<file path="src/rtl/fmul_csa_adder.sv">
// Segmented, pipelined carry-propagate adder that merges the CSA-tree sum/carry vectors.
// Define FMUL_CSA_ADDER_SKID_EN to add a one-entry input skid so in_ready comes straight from a flop.
module fmul_csa_adder #(
    parameter int WIDTH = 40,
    parameter int SEGS  = 2
) (
    input  logic             clk,
    input  logic             clrn,
    input  logic             in_valid,
    output logic             in_ready,
    input  logic [WIDTH-1:0] z_sum,
    input  logic [WIDTH-1:0] z_carry,
    output logic             out_valid,
    input  logic             out_ready,
    output logic [WIDTH-1:0] z,
    output logic             cout
);

    localparam int SW = WIDTH / SEGS;

    logic             advance;
    logic             head_vld;
    logic [WIDTH-1:0] head_sum;
    logic [WIDTH-1:0] head_carry;

    // Per-stage registers: acc_p holds resolved low bits plus the raw upper sum,
    // skc_p holds the raw upper carry (consumed segments are forced to zero).
    logic             vld_p [SEGS];
    logic             cy_p  [SEGS];
    logic [WIDTH-1:0] acc_p [SEGS];
    logic [WIDTH-1:0] skc_p [SEGS];

    logic             vld_nx [SEGS];
    logic             cy_nx  [SEGS];
    logic [WIDTH-1:0] acc_nx [SEGS];
    logic [WIDTH-1:0] skc_nx [SEGS];

    assign advance = !out_valid || out_ready;

`ifdef FMUL_CSA_ADDER_SKID_EN
    logic             skid_full;
    logic [WIDTH-1:0] skid_sum;
    logic [WIDTH-1:0] skid_carry;

    always_ff @(posedge clk or negedge clrn) begin
        if (!clrn) begin
            skid_full  <= 1'b0;
            skid_sum   <= '0;
            skid_carry <= '0;
        end else if (skid_full) begin
            if (advance)
                skid_full <= 1'b0;
        end else if (in_valid && !advance) begin
            skid_full  <= 1'b1;
            skid_sum   <= z_sum;
            skid_carry <= z_carry;
        end
    end

    assign in_ready   = !skid_full;
    assign head_vld   = skid_full || in_valid;
    assign head_sum   = skid_full ? skid_sum : z_sum;
    assign head_carry = skid_full ? skid_carry : z_carry;
`else
    assign in_ready   = advance;
    assign head_vld   = in_valid;
    assign head_sum   = z_sum;
    assign head_carry = z_carry;
`endif

    always_comb begin
        for (int s = 0; s < SEGS; s++) begin
            logic [WIDTH-1:0] a;
            logic [WIDTH-1:0] c;
            logic             ci;
            logic             v;
            logic [SW:0]      seg;
            if (s == 0) begin
                a  = head_sum;
                c  = head_carry;
                ci = 1'b0;
                v  = head_vld;
            end else begin
                a  = acc_p[(s > 0) ? s - 1 : 0];
                c  = skc_p[(s > 0) ? s - 1 : 0];
                ci = cy_p[(s > 0) ? s - 1 : 0];
                v  = vld_p[(s > 0) ? s - 1 : 0];
            end
            seg = {1'b0, a[s*SW +: SW]} + {1'b0, c[s*SW +: SW]} + {{SW{1'b0}}, ci};
            acc_nx[s]            = a;
            acc_nx[s][s*SW +: SW] = seg[SW-1:0];
            skc_nx[s]            = c;
            skc_nx[s][s*SW +: SW] = '0;
            cy_nx[s]             = seg[SW];
            vld_nx[s]            = v;
        end
    end

    // Stage boundary: the whole pipe advances or holds together, bubbles included.
    always_ff @(posedge clk or negedge clrn) begin
        if (!clrn) begin
            for (int s = 0; s < SEGS; s++) begin
                vld_p[s] <= 1'b0;
                cy_p[s]  <= 1'b0;
                acc_p[s] <= '0;
                skc_p[s] <= '0;
            end
        end else if (advance) begin
            for (int s = 0; s < SEGS; s++) begin
                vld_p[s] <= vld_nx[s];
                cy_p[s]  <= cy_nx[s];
                acc_p[s] <= acc_nx[s];
                skc_p[s] <= skc_nx[s];
            end
        end
    end

    assign out_valid = vld_p[SEGS-1];
    assign z         = acc_p[SEGS-1];
    assign cout      = cy_p[SEGS-1];

endmodule
</file>
<file path="config.mk">
export PLATFORM = sky130hd
export DESIGN_NAME = fmul_csa_adder
export DESIGN_NICKNAME = d
export VERILOG_FILES = /design/src/rtl/fmul_csa_adder.sv
export SDC_FILE = /design/constraint.sdc
export NUM_CORES = 1
export LEC_CHECK = 0
export ABC_AREA = 0
export BUFFER_PORTS_ARGS = -buffer_cell sky130_fd_sc_hd__buf_4
export CAP_MARGIN = 30
export CORE_MARGIN = 2
export CORE_UTILIZATION = 40
export CTS_CLUSTER_DIAMETER = 30
export CTS_CLUSTER_SIZE = 25
export DETAILED_ROUTE_END_ITERATION = 10
export GPL_ROUTABILITY_DRIVEN = 0
export HOLD_SLACK_MARGIN = 0.05
export PLACE_DENSITY = 0.64
export REMOVE_ABC_BUFFERS = 1
export SLEW_MARGIN = 20
export SYNTH_ARGS = -nofsm -noshare
export SYNTH_HDL_FRONTEND = slang
export SYNTH_SLANG_ARGS = --single-unit
</file>
<file path="constraint.sdc">
create_clock -name clk -period 3.6 [get_ports clk]
set_clock_uncertainty 0.1 [all_clocks]
set_input_delay 0.18 -clock clk [delete_from_list [all_inputs] [get_ports clk]]
set_output_delay 0.18 -clock clk [all_outputs]
set_load 0.02 [all_outputs]
</file>
; ---- Yosys cells after proc, flatten, opt, wreduce, memory -nomap -nowiden
; Cells that the tools add are included.
[word_totals]
output_inout_bits = 43
inputBits = 84
wordCells = 12
reg_bits = 104
[classes]
n_reduce_logical = 2
n_addsub = 3
[op_table]
columns = op, count
row1 = adder 20 x 20 -> 21 bit, 2
row2 = adder 21 x 1 -> 21 bit, 1
row3 = logical NOT 1 bit, 1
row4 = logical OR 1 bit, 1

; ---- Longest topological paths before layout
[logic_depth]
ltp_word = 2
ltp_mapped = 8
ltp_nobuf = 8

; ---- Worst setup path before layout
; OpenSTA, ideal clock, no wires.
[synth_path]
kind = reg2reg
from = register cy_p[1] (netlist name)
to = register acc_p, in the netlist z[36]
arrival_ns = 2.503
t_required_ns = 3.378
stages_incl_launch_ff = 9
setup_ns = 0.122
setup_slack_ns = 0.875
synth_period_minus_slack_ns = 2.725
path_buffers = 0
path_cell_list = dfrtp_1 > fa_1 > fa_1 > a211oi_1 > o21ai_0 > nand3_1 > o211ai_1 > or3_1 > a32o_1
[synth_between]
elab_chain_len = 1
[synth_lines]
columns = item, line
row1 = start: declaration, 29  ; logic cy_p [SEGS];
row2 = start signal: indexed assignment, 111  ; cy_p[s] <= cy_nx[s];
row3 = adder 21 x 1 -> 21 bit, 89  ; seg = {1'b0, a[s*SW +: SW]} + {1'b0, c[s*SW +: SW]} + {{SW{1'b0}}, ci};
row4 = end signal: indexed assignment, 112  ; acc_p[s] <= acc_nx[s];
row5 = end: declaration, 30  ; logic [WIDTH-1:0] acc_p [SEGS];
; No other way between the ends.
; A chain may end at the register's enable or synchronous reset.

; ---- Final worst setup path
; Same ends and word-level chain as after synthesis.

==> impl_results.md <==
- Clk slew on worst S/H paths: 0.07 ns
- Endpoints failing hold: 0
- Yosys cell types: 59
- Yosys warns: 0
- Post-CTS Resized: 0
- Post-Synth Simple-Gate Area: 0.247
- Worst-path fanout max: 4
- Post-synth EDFFs: 0
- Tmin final: 3.14 ns
- Primary FF master, synth: dfrtp_1
- Routed len/inst: 14.0 µm
- Synth Area in Adders: 0.0866
- Max-slew violations: 0
- Worst Path Required: 3.74 ns
- Cell area after synthesis: 0.00633 mm²
- Mux share of post-synthesis cell area: 0.00158
- Die height: 130 µm
- Routed Antenna Nets: 0
- Cells after Synth: 766
- CP arrival: 3.28 ns
- Core area: 0.0153 mm²
- Area contributors post-synth: dfrtp_1 41%, nand2_1 14%, ha_1 7.7%
- Worst-Margin Slew: 0.624 ns
- Type of the tightest min-delay check: input port to register
- Initial antenna violation count: 0
- Layout cell share with drive strength beyond 1: 0.177
- First-pass GRT wire length: 25,100 µm
- Ys async rst share: 1.00
- CTS root buffer: clkbuf_16
- Area Overhead vs Synth: 25.7%
- Switching Fraction: 0.358
- Internal: 2810 µW
- H-tree Lvls: 3
- Pre-CTS setup slack: 0.573 ns
- Compound-Gate Fraction of Synth Area: 0.158
- IO buf count: 126
- Max-Cap Viols: 0
- Detailed Route WL: 15,300 µm
- Outcome: completed
- Dpl cell area: 0.00717 mm²
- Power Dens Cells: 551 mW/mm²
- Sequential fraction of the synthesis area: 0.411
- Hpwl dp: 10,800 µm
- Post-Synth XOR/XNOR Area: 0.0221
- Via count: 5,576
- Final Instance Area: 0.00796 mm²
- Clock power frac: 0.247
- Top cell type's share of synthesized area: 0.411
- Min Hold Slack: 0.0938 ns
- Pleak: 0.00389 µW
- Vias in the first global route: 5,267
- CTS sink cnt: 104
- Highest Clock Rate: 318 MHz
- Row count: 45
- Setup ws final: 0.456 ns
- #FFs+latches synth: 104
- VDD IR-drop max: 0.247 mV
- Slew HR: 0.584
- Crit start category: register
- Unrepaired setup endpoints after global routing: no
- Period utilization: 0.873
- Vias/cell: 5.08
- CP Capture Type: register
- Final core utilization: 0.520
- Grt total ovfl: 0
- Die span in x: 130 µm
- Diodes inserted: 0
- Largest family of logic cells by synthesized area: simple AND/OR/NAND/NOR gates
- Setup-failing EPs final: 0
- Sequential group share of total power: 0.371
- Inserted Clock Buffers: 9
- Mean post-synth cell area: 8.27 µm²
- Drt initial violations: 337
- I/O pins: 127
- CP Class: register to register
- Gr usage total: 0.185
- CTS tree: yes
- Clock Tree Buf Depth: 2
- Die area: 0.0169 mm²
- DRC: 0
- Switching power: 1570 µW
- Initial Util: 0.413
- Largest net degree at the start of global routing: 63
- Clk Latency, worst-skew pair: 0.35 ns
- Final nets: 1,008
- Comb power frac: 0.382
- Largest area contributor in the netlist: dfrtp_1
- DRT Pass-1 Iters: 5
## registers in the layout (all words and copies together) (netlist names)
register	count
vld_nx	1
cy_p	1
cout	1
acc_p	20
skc_p	20
acc_nx	20
out_valid	1
z	40
## layout by cell type (no fill, tap or decap), types with 14 or more instances in the layout
| cell type | instances |
|---|---|
| nor2_1 | 44 |
| dfrtp_1 | 104 |
| nand3_1 | 14 |
| a21oi_1 | 47 |
| o21ai_0 | 36 |
| nand2_1 | 234 |
| nor3_1 | 23 |
| ha_1 | 39 |
| dlygate4sd3_1 | 46 |
| buf_4 | 133 |
| a21o_1 | 15 |
## timing repair
| item | CTS | global route |
|---|---|---|
| hold buffers | 46 | 0 |
| hold endpoints to repair | 89 | 0 |
| setup buffers | 0 | 0 |
## Yosys cell counts (all sizes together) (3+ instances only)
library cell	number
a211o	3
nor2b	3
xnor2	9
nand4	8
inv	10
a211oi	7
o21bai	3
ha	39
o211ai	5
a21oi	49
or3	10
o21ai	36
fa	3
a21o	15
o21a	4
o31ai	8
and2	4
nand2	234
buf	42
and3	6
nor2	44
a31oi	4
nor4	4
dfrtp	104
nor3	23
xor2	7
nand3	14
clkbuf	32
## final cells by class
| cell class | count | area (µm²) |
|---|---|---|
| repair buffers | 179 | 1460 |
| flip-flops and latches | 104 | 2600 |
| clock buffers | 12 | 246 |
| well taps | 211 | 264 |
| fillers | 1536 | 7360 |
| multi-input cells | 578 | 3270 |
| clock inverters | 4 | 76.3 |
| inverters | 10 | 38.8 |
## critical path, cell delays in order, from the launching register on
cell	delay (ns)
dfrtp_1	0.41
fa_1	0.48
fa_1	0.44
a211oi_1	0.41
o21ai_0	0.29
nand3_1	0.14
o211ai_1	0.19
or3_1	0.35
a32o_1	0.22
## cell families after synthesis
family | count (synthesis)
adders and majority gates | 42
buffers and inverters | 84
and+or+nand+nor | 365
xor gates and xnor gates | 16
AOI/OAI and AO/OA | 154
DFF | 104
muxes | 1
## layer usage
metal / global-route usage / vias to the layer above / part of all wire
li1: - / 2826 / -
met1: 0.251 / 2593 / 0.47
met2: 0.302 / 138 / 0.47
met3: 0.0369 / 19 / 0.044
met4: 0.0557 / 0 / 0.015
met5: 0 / - / 0
## per-stage QoR
step | cells | TNS (ns) | power (µW)
after floorplan | 692 | -408.67 | 2670
after global placement | 1036 | 0 | 3270
after detailed placement | 1036 | 0 | 3290
after CTS | 1098 | 0 | 4430
after global routing | 1098 | 0 | 4670
final | 1098 | 0 | 4380
## path summary, 6_finish.rpt
| check | start | end | slack [ns] | cells past startpoint |
|---|---|---|---|---|
| max in group asynchronous | clrn | acc_p[60] | 2.25 | 3 |
| min in group asynchronous | clrn | acc_p[69] | 0.27 | 2 |
| min | z_carry[1] | acc_nx[1] | 0.09 | 4 |
| max reg2reg | cy_p[1] | z[36] | 0.46 | 8 |
| min reg2reg | acc_nx[18] | z[18] | 0.37 | 2 |
| max | cy_p[1] | z[36] | 0.46 | 8 |
## power groups by stage
stage	combinational [µW]	clock (µW)	sequential, µW
after floorplan	850	0	1820
after detailed placement	1640	0	1650
after global placement	1620	0	1640
after global routing	1860	1160	1660
after CTS	1690	1110	1630
final	1680	1080	1630
Power figures use the tool's default switching activity.
